`config.mk`:
```
export PLATFORM = sky130hd
export DESIGN_NAME = muldiv_sequencer
export DESIGN_NICKNAME = d
export VERILOG_FILES = /design/src/rtl/muldiv_sequencer.sv
export SDC_FILE = /design/constraint.sdc
export NUM_CORES = 1
export LEC_CHECK = 0
export CORE_ASPECT_RATIO = 0.75
export CORE_MARGIN = 2
export CORE_UTILIZATION = 46
export CTS_BUF_LIST = sky130_fd_sc_hd__clkbuf_8
export DETAILED_ROUTE_END_ITERATION = 12
export SYNTH_ARGS = -nofsm -noshare
export SYNTH_HDL_FRONTEND = slang
export SYNTH_SLANG_ARGS = --single-unit
```
`constraint.sdc`:
```
create_clock -name CLK -period 5.8 [get_ports CLK]
set_input_delay 0.87 -clock CLK [delete_from_list [all_inputs] [get_ports CLK]]
set_output_delay 0.87 -clock CLK [all_outputs]
set_load 0.1 [all_outputs]
```
`src/rtl/muldiv_sequencer.sv`:
```
// muldiv_sequencer: multi-cycle RV32M multiply (shift-add) and restoring divide sequencer.
// Optional build macro MULDIV_EARLY_OUT_EN: divide-by-zero and signed overflow finish without iterating.
module muldiv_sequencer #(
  parameter int unsigned XLEN = 32
) (
  input  logic            CLK,
  input  logic            RESET_N,
  input  logic            START,
  input  logic [2:0]      OP,
  input  logic [XLEN-1:0] OPERAND1,
  input  logic [XLEN-1:0] OPERAND2,
  input  logic            FLUSH,
  output logic            BUSY,
  output logic            DONE,
  output logic [XLEN-1:0] RESULT
);

  localparam int unsigned      CW        = $clog2(XLEN);
  localparam logic [CW-1:0]    LAST_ITER = CW'(XLEN - 1);
  localparam logic [XLEN-1:0]  MIN_NEG   = {1'b1, {(XLEN-1){1'b0}}};
`ifdef MULDIV_EARLY_OUT_EN
  localparam bit EARLY_OUT = 1'b1;
`else
  localparam bit EARLY_OUT = 1'b0;
`endif

  typedef enum logic [1:0] {S_IDLE, S_CALC, S_DONE} state_t;

  state_t            r_state, w_state_nxt;
  logic [CW-1:0]     r_cnt;
  logic [2:0]        r_op;
  logic              r_sign1, r_sign2, r_dz, r_ovf;
  logic [XLEN-1:0]   r_mag1, r_mag2, r_hi, r_lo;
  logic              r_busy, r_done;
  logic [XLEN-1:0]   r_result;

  logic              w_accept, w_last, w_sgn1_en, w_sgn2_en, w_sign1, w_sign2;
  logic              w_dz, w_ovf, w_early;
  logic [XLEN-1:0]   w_mag1, w_mag2, w_spec_in;

  // Request decode: signedness, magnitudes and special cases seen at the accepting edge
  always_comb begin
    w_accept  = START & ~FLUSH & ((r_state == S_IDLE) | (r_state == S_DONE));
    w_last    = (r_state == S_CALC) & (r_cnt == LAST_ITER);
    w_sgn1_en = OP[2] ? ~OP[0] : ((OP[1:0] == 2'b01) | (OP[1:0] == 2'b10));
    w_sgn2_en = OP[2] ? ~OP[0] : (OP[1:0] == 2'b01);
    w_sign1   = w_sgn1_en & OPERAND1[XLEN-1];
    w_sign2   = w_sgn2_en & OPERAND2[XLEN-1];
    w_mag1    = w_sign1 ? -OPERAND1 : OPERAND1;
    w_mag2    = w_sign2 ? -OPERAND2 : OPERAND2;
    w_dz      = OP[2] & (OPERAND2 == '0);
    w_ovf     = OP[2] & ~OP[0] & (OPERAND1 == MIN_NEG) & (OPERAND2 == '1);
    w_early   = EARLY_OUT & (w_dz | w_ovf);
    w_spec_in = w_dz ? (OP[1] ? OPERAND1 : '1) : (OP[1] ? '0 : MIN_NEG);
  end

  logic [XLEN:0]     w_madd, w_shift, w_trial;
  logic              w_borrow, w_neg;
  logic [XLEN-1:0]   w_hi_nxt, w_lo_nxt, w_quo, w_rem, w_rs1, w_final;
  logic [2*XLEN-1:0] w_prod_raw, w_prod;

  // One iteration step plus the sign fix / result select used on the final edge
  always_comb begin
    w_madd   = {1'b0, r_hi} + {1'b0, ({XLEN{r_lo[0]}} & r_mag1)};
    w_shift  = {r_hi, r_lo[XLEN-1]};
    w_trial  = w_shift - {1'b0, r_mag2};
    w_borrow = w_trial[XLEN];
    if (r_op[2]) begin
      w_hi_nxt = w_borrow ? w_shift[XLEN-1:0] : w_trial[XLEN-1:0];
      w_lo_nxt = {r_lo[XLEN-2:0], ~w_borrow};
    end else begin
      w_hi_nxt = w_madd[XLEN:1];
      w_lo_nxt = {w_madd[0], r_lo[XLEN-1:1]};
    end
    w_neg      = r_sign1 ^ r_sign2;
    w_prod_raw = {w_hi_nxt, w_lo_nxt};
    w_prod     = w_neg ? -w_prod_raw : w_prod_raw;
    w_quo      = w_neg ? -w_lo_nxt : w_lo_nxt;
    w_rem      = r_sign1 ? -w_hi_nxt : w_hi_nxt;
    w_rs1      = r_sign1 ? -r_mag1 : r_mag1;
    case (r_op)
      3'b000:                 w_final = w_prod[XLEN-1:0];
      3'b001, 3'b010, 3'b011: w_final = w_prod[2*XLEN-1:XLEN];
      3'b100, 3'b101:         w_final = w_quo;
      default:                w_final = w_rem;
    endcase
    if (r_dz) begin
      w_final = r_op[1] ? w_rs1 : '1;
    end else if (r_ovf) begin
      w_final = r_op[1] ? '0 : MIN_NEG;
    end
  end

  always_ff @(posedge CLK or negedge RESET_N) begin
    if (!RESET_N) r_state <= S_IDLE;
    else          r_state <= w_state_nxt;
  end

  always_comb begin
    w_state_nxt = r_state;
    case (r_state)
      S_IDLE: if (w_accept) w_state_nxt = w_early ? S_DONE : S_CALC;
      S_CALC: begin
        if (FLUSH)       w_state_nxt = S_IDLE;
        else if (w_last) w_state_nxt = S_DONE;
      end
      S_DONE: w_state_nxt = w_accept ? (w_early ? S_DONE : S_CALC) : S_IDLE;
      default: w_state_nxt = S_IDLE;
    endcase
  end

  // Operand capture and iterating datapath; r_hi/r_lo hold {acc_hi, multiplier} or {remainder, quotient}
  always_ff @(posedge CLK or negedge RESET_N) begin
    if (!RESET_N) begin
      r_cnt   <= '0;
      r_op    <= '0;
      r_sign1 <= 1'b0;
      r_sign2 <= 1'b0;
      r_dz    <= 1'b0;
      r_ovf   <= 1'b0;
      r_mag1  <= '0;
      r_mag2  <= '0;
      r_hi    <= '0;
      r_lo    <= '0;
    end else if (w_accept) begin
      r_cnt   <= '0;
      r_op    <= OP;
      r_sign1 <= w_sign1;
      r_sign2 <= w_sign2;
      r_dz    <= w_dz;
      r_ovf   <= w_ovf;
      r_mag1  <= w_mag1;
      r_mag2  <= w_mag2;
      r_hi    <= '0;
      r_lo    <= OP[2] ? w_mag1 : w_mag2;
    end else if (r_state == S_CALC) begin
      r_cnt <= r_cnt + CW'(1);
      r_hi  <= w_hi_nxt;
      r_lo  <= w_lo_nxt;
    end
  end

  always_ff @(posedge CLK or negedge RESET_N) begin
    if (!RESET_N) begin
      r_busy   <= 1'b0;
      r_done   <= 1'b0;
      r_result <= '0;
    end else begin
      r_busy <= (w_state_nxt == S_CALC);
      r_done <= (w_state_nxt == S_DONE);
      if (w_accept && w_early) r_result <= w_spec_in;
      else if (w_last && !FLUSH) r_result <= w_final;
    end
  end

  assign BUSY   = r_busy;
  assign DONE   = r_done;
  assign RESULT = r_result;

endmodule

```
==> impl_metrics.toml <==
[sta]
fin_crit_ns = 5.642
skew_ns = 0.01868
tightest_slew_ns = 1.090
timing_hold_violations_final = 0
finalCritPeriodShare_pct = 97.28
fmax_mhz = 177.2
slew_violations = 0
setup_tns_ns = 0
finalSetupViolations = 0
holdWs_ns = 0.3095
relSlewSlack_pct = 27.04

[synth]
syn_area_per_cell_um2 = 7.666
synthTopCellsByArea = "dfrtp_1, o21ai_0, nand2_1"
synth-edff-count = 0
ys.flop_type = "dfrtp_1"
ys_types = 108
synth_top_area_cell = "dfrtp_1"
syn_nets = 2461
ys.warnings.count = 0
yosysSeqAreaShare_pct = 24.82
ys_async_sr_fraction_pct = 100.0
netlist_instances = 2315
synth.top_cell.area_share_pct = 24.82
ys_seq_elements = 176
netlist_area_um2 = 17750

[critical_path]
cp.required_ns = 6.24
start_kind = "flip-flop"
critPathCaptureType = "flip-flop"
r2r-start = "r_hi[16]"
max_stage_delay_ns = 0.73
cpMaxStageDelayCell = "a222oi_1"
path_class = "reg -> reg"
critPathArrivalTime_ns = 6.09
cpMostUsedCell = "nand3_1"
crit_chain = "ha_1 -> and2_1 -> nand3_1 -> or4_4 -> a31oi_4 -> or3_1 -> nand3_2 -> o211ai_1 -> buf_4 -> nand3_1 -> o41ai_2 -> xnor2_1 -> a222oi_1 -> o21ai_1 -> o21a_1"
ff2ff_setup_slack_ns = 0.16
critPathMaxFanout = 13
cp-startpoint = "r_hi[16]"

[placement]
place_hpwl_mm = 64.28
dp.cells = 2869
place_congestion = 1.047
port_buffers = 104

[route]
route.vias.total = 19025
wire_per_inst_um = 27.74
ant_nets = 0
vias_per_cell = 6.545
drc = 0
wirelength_mm = 80.63
first_pass_iters = 6
dr.first_iter.drc_count = 2362

[clock_tree]
htree_levels = 4
clockBufferDepth = 2
insertion_delay_ns = 0.55
path_clk_slew_ns = 0.11
ctsRootBufferMaster = "clkbuf_8"
cts.sinks = 176
cts_tree = "yes"
cts_buffers = 17

[floorplan]
boundaryPins = 105
initial_core_util_pct = 46.50
rows = 62
die_y_um = 174.1
coreArea_um2 = 38170
die_x_um = 230.8
die_area_um2 = 40180

[final_layout]
layout-drive-gt1-share_pct = 8.908
syn_to_final_growth_pct = 12.13
n_fill_cell = 3809
fin_util_pct = 52.14
post_layout_nonfiller_instances = 2907
layout.nets = 2524

[flow_run]
maxCapViolCount = 0

[grt]
grt_start_max_net_pins = 99
grt.overflow.total = 0
grt_usage_pct = 39.94
grt_pass1_vias = 17069
grt_pass1_wl_mm = 117.6
antenna_found_initial = 4

[pwr]
p_per_area_nw_per_um2 = 542.9
leakage_nw = 8.205
ir_drop_mv = 0.2019
total_power_mw = 10.80

[run_status]
status = "completed"

[min_path]
hp-class = "in -> async"
[repair_timing]
item,4_1_cts,5_1_grt
resized for setup,0,5
setup endpoints to repair,0,11
buffers inserted,0,2
hold endpoints to repair,0,0
hold buffers,0,0
[report_power, final]
part	internal (mW)	leakage [nW]	switching, mW
Combinational	2.61	5.77	5.19
Sequential	1.52	2.23	0.538
Clock	0.368	0.205	0.575
Total	4.50	8.20	6.31
[critical path: cells and delay by family, from the launching register on]
family / cells / cell delay (ns)
AO/OA/AOI/OAI: 6 / 2.25
XOR/XNOR: 1 / 0.12
AND/OR/NAND/NOR: 6 / 2.02
adder cells (fa/ha/maj): 1 / 0.48
buffers and inverters: 1 / 0.18
flip-flops: 1 / 0.48
[state kept, by name, indices dropped and copies added, names as in the netlist, 2 cells and up]
signal and count:
r_cnt 5, r_state 2, r_op 3, RESULT 32
r_mag1 32, r_hi 32, r_lo 32, r_mag2 32
[metal layers]
layer | GRT usage, % | vias up | share of wire (%)
li1 | - | 8619 | -
met1 | 61.85 | 9163 | 47
met2 | 50.71 | 1131 | 37
met3 | 13.48 | 110 | 14
met4 | 11.83 | 2 | 3.0
met5 | 0 | - | 0.021
[worst paths after layout]
check,to,depth (start not counted)
min reg2reg,r_mag2[23],2
max in group asynchronous,r_sign1,2
min in group CLK,r_mag2[23],2
max reg2reg,RESULT[7],15
max,RESULT[7],15
min,r_hi[25],1
[kinds of logic (layout without fill, tap and decap cells)]
| logic type | count (synthesis) | count (layout) | synth area share [%] |
|---|---|---|---|
| muxes | 67 | 67 | 3.920 |
| other | 0 | 4 | 0 |
| buffers and inverters | 212 | 288 | 5.013 |
| DFF | 176 | 176 | 24.82 |
| adders and majority gates | 75 | 75 | 5.372 |
| xor gates and xnor gates | 193 | 193 | 9.525 |
| and+or+nand+nor | 818 | 818 | 22.63 |
| AOI/OAI and AO/OA | 774 | 774 | 28.72 |
[stage by stage]
stage | setup slack (ns) | area [um^2]
after global routing | -0.06541 | 19890
final | 0.1579 | 19900
after detailed placement | 0.2258 | 19460
after global placement | 0.2208 | 19460
after floorplan | 0.7266 | 17750
after CTS | 0.2057 | 19850
[cell usage after synthesis, types with 48 or more instances]
| cell type | count |
|---|---|
| xor2_1 | 94 |
| xnor2_1 | 99 |
| clkbuf_1 | 99 |
| ha_1 | 73 |
| nor3_1 | 57 |
| dfrtp_1 | 176 |
| and2_1 | 48 |
| a21oi_1 | 150 |
| nand3_1 | 76 |
| nor2_1 | 169 |
| inv_1 | 70 |
| o21ai_0 | 264 |
| nand2_1 | 268 |
[layout make-up]
class | instances | area, um^2 | share of cell area, %
sequential | 176 | 4409 | 22.16
inverter | 71 | 266.5 | 1.339
multi-input combinational | 1927 | 12510 | 62.86
clock buffer | 18 | 247.7 | 1.245
antenna | 4 | 10.01 | 0.05030
clock inverter | 14 | 146.4 | 0.7357
timing repair buffer | 185 | 1670 | 8.394
tap | 512 | 640.6 | 3.219
[layout by cell type, fill, tap and decap left out, types with 18 or more instances in the layout]
| cell | n |
|---|---|
| xor2_1 | 93 |
| o21ai_0 | 264 |
| clkbuf_8 | 18 |
| and2_1 | 48 |
| a21o_1 | 32 |
| or3_1 | 21 |
| a31oi_1 | 28 |
| nand4_1 | 34 |
| mux2i_1 | 47 |
| clkdlybuf4s50_1 | 102 |
| nand2_1 | 267 |
| dfrtp_1 | 174 |
| nor2_1 | 169 |
| xnor2_1 | 98 |
| a211oi_1 | 26 |
| o31ai_1 | 31 |
| mux2_2 | 20 |
| ha_1 | 73 |
| and3_1 | 21 |
| nor3_1 | 56 |
| buf_4 | 79 |
| a21oi_1 | 149 |
| nand3_1 | 76 |
| o211ai_1 | 47 |
| inv_1 | 71 |
Note: power is estimated with default switching activity, not from simulation.
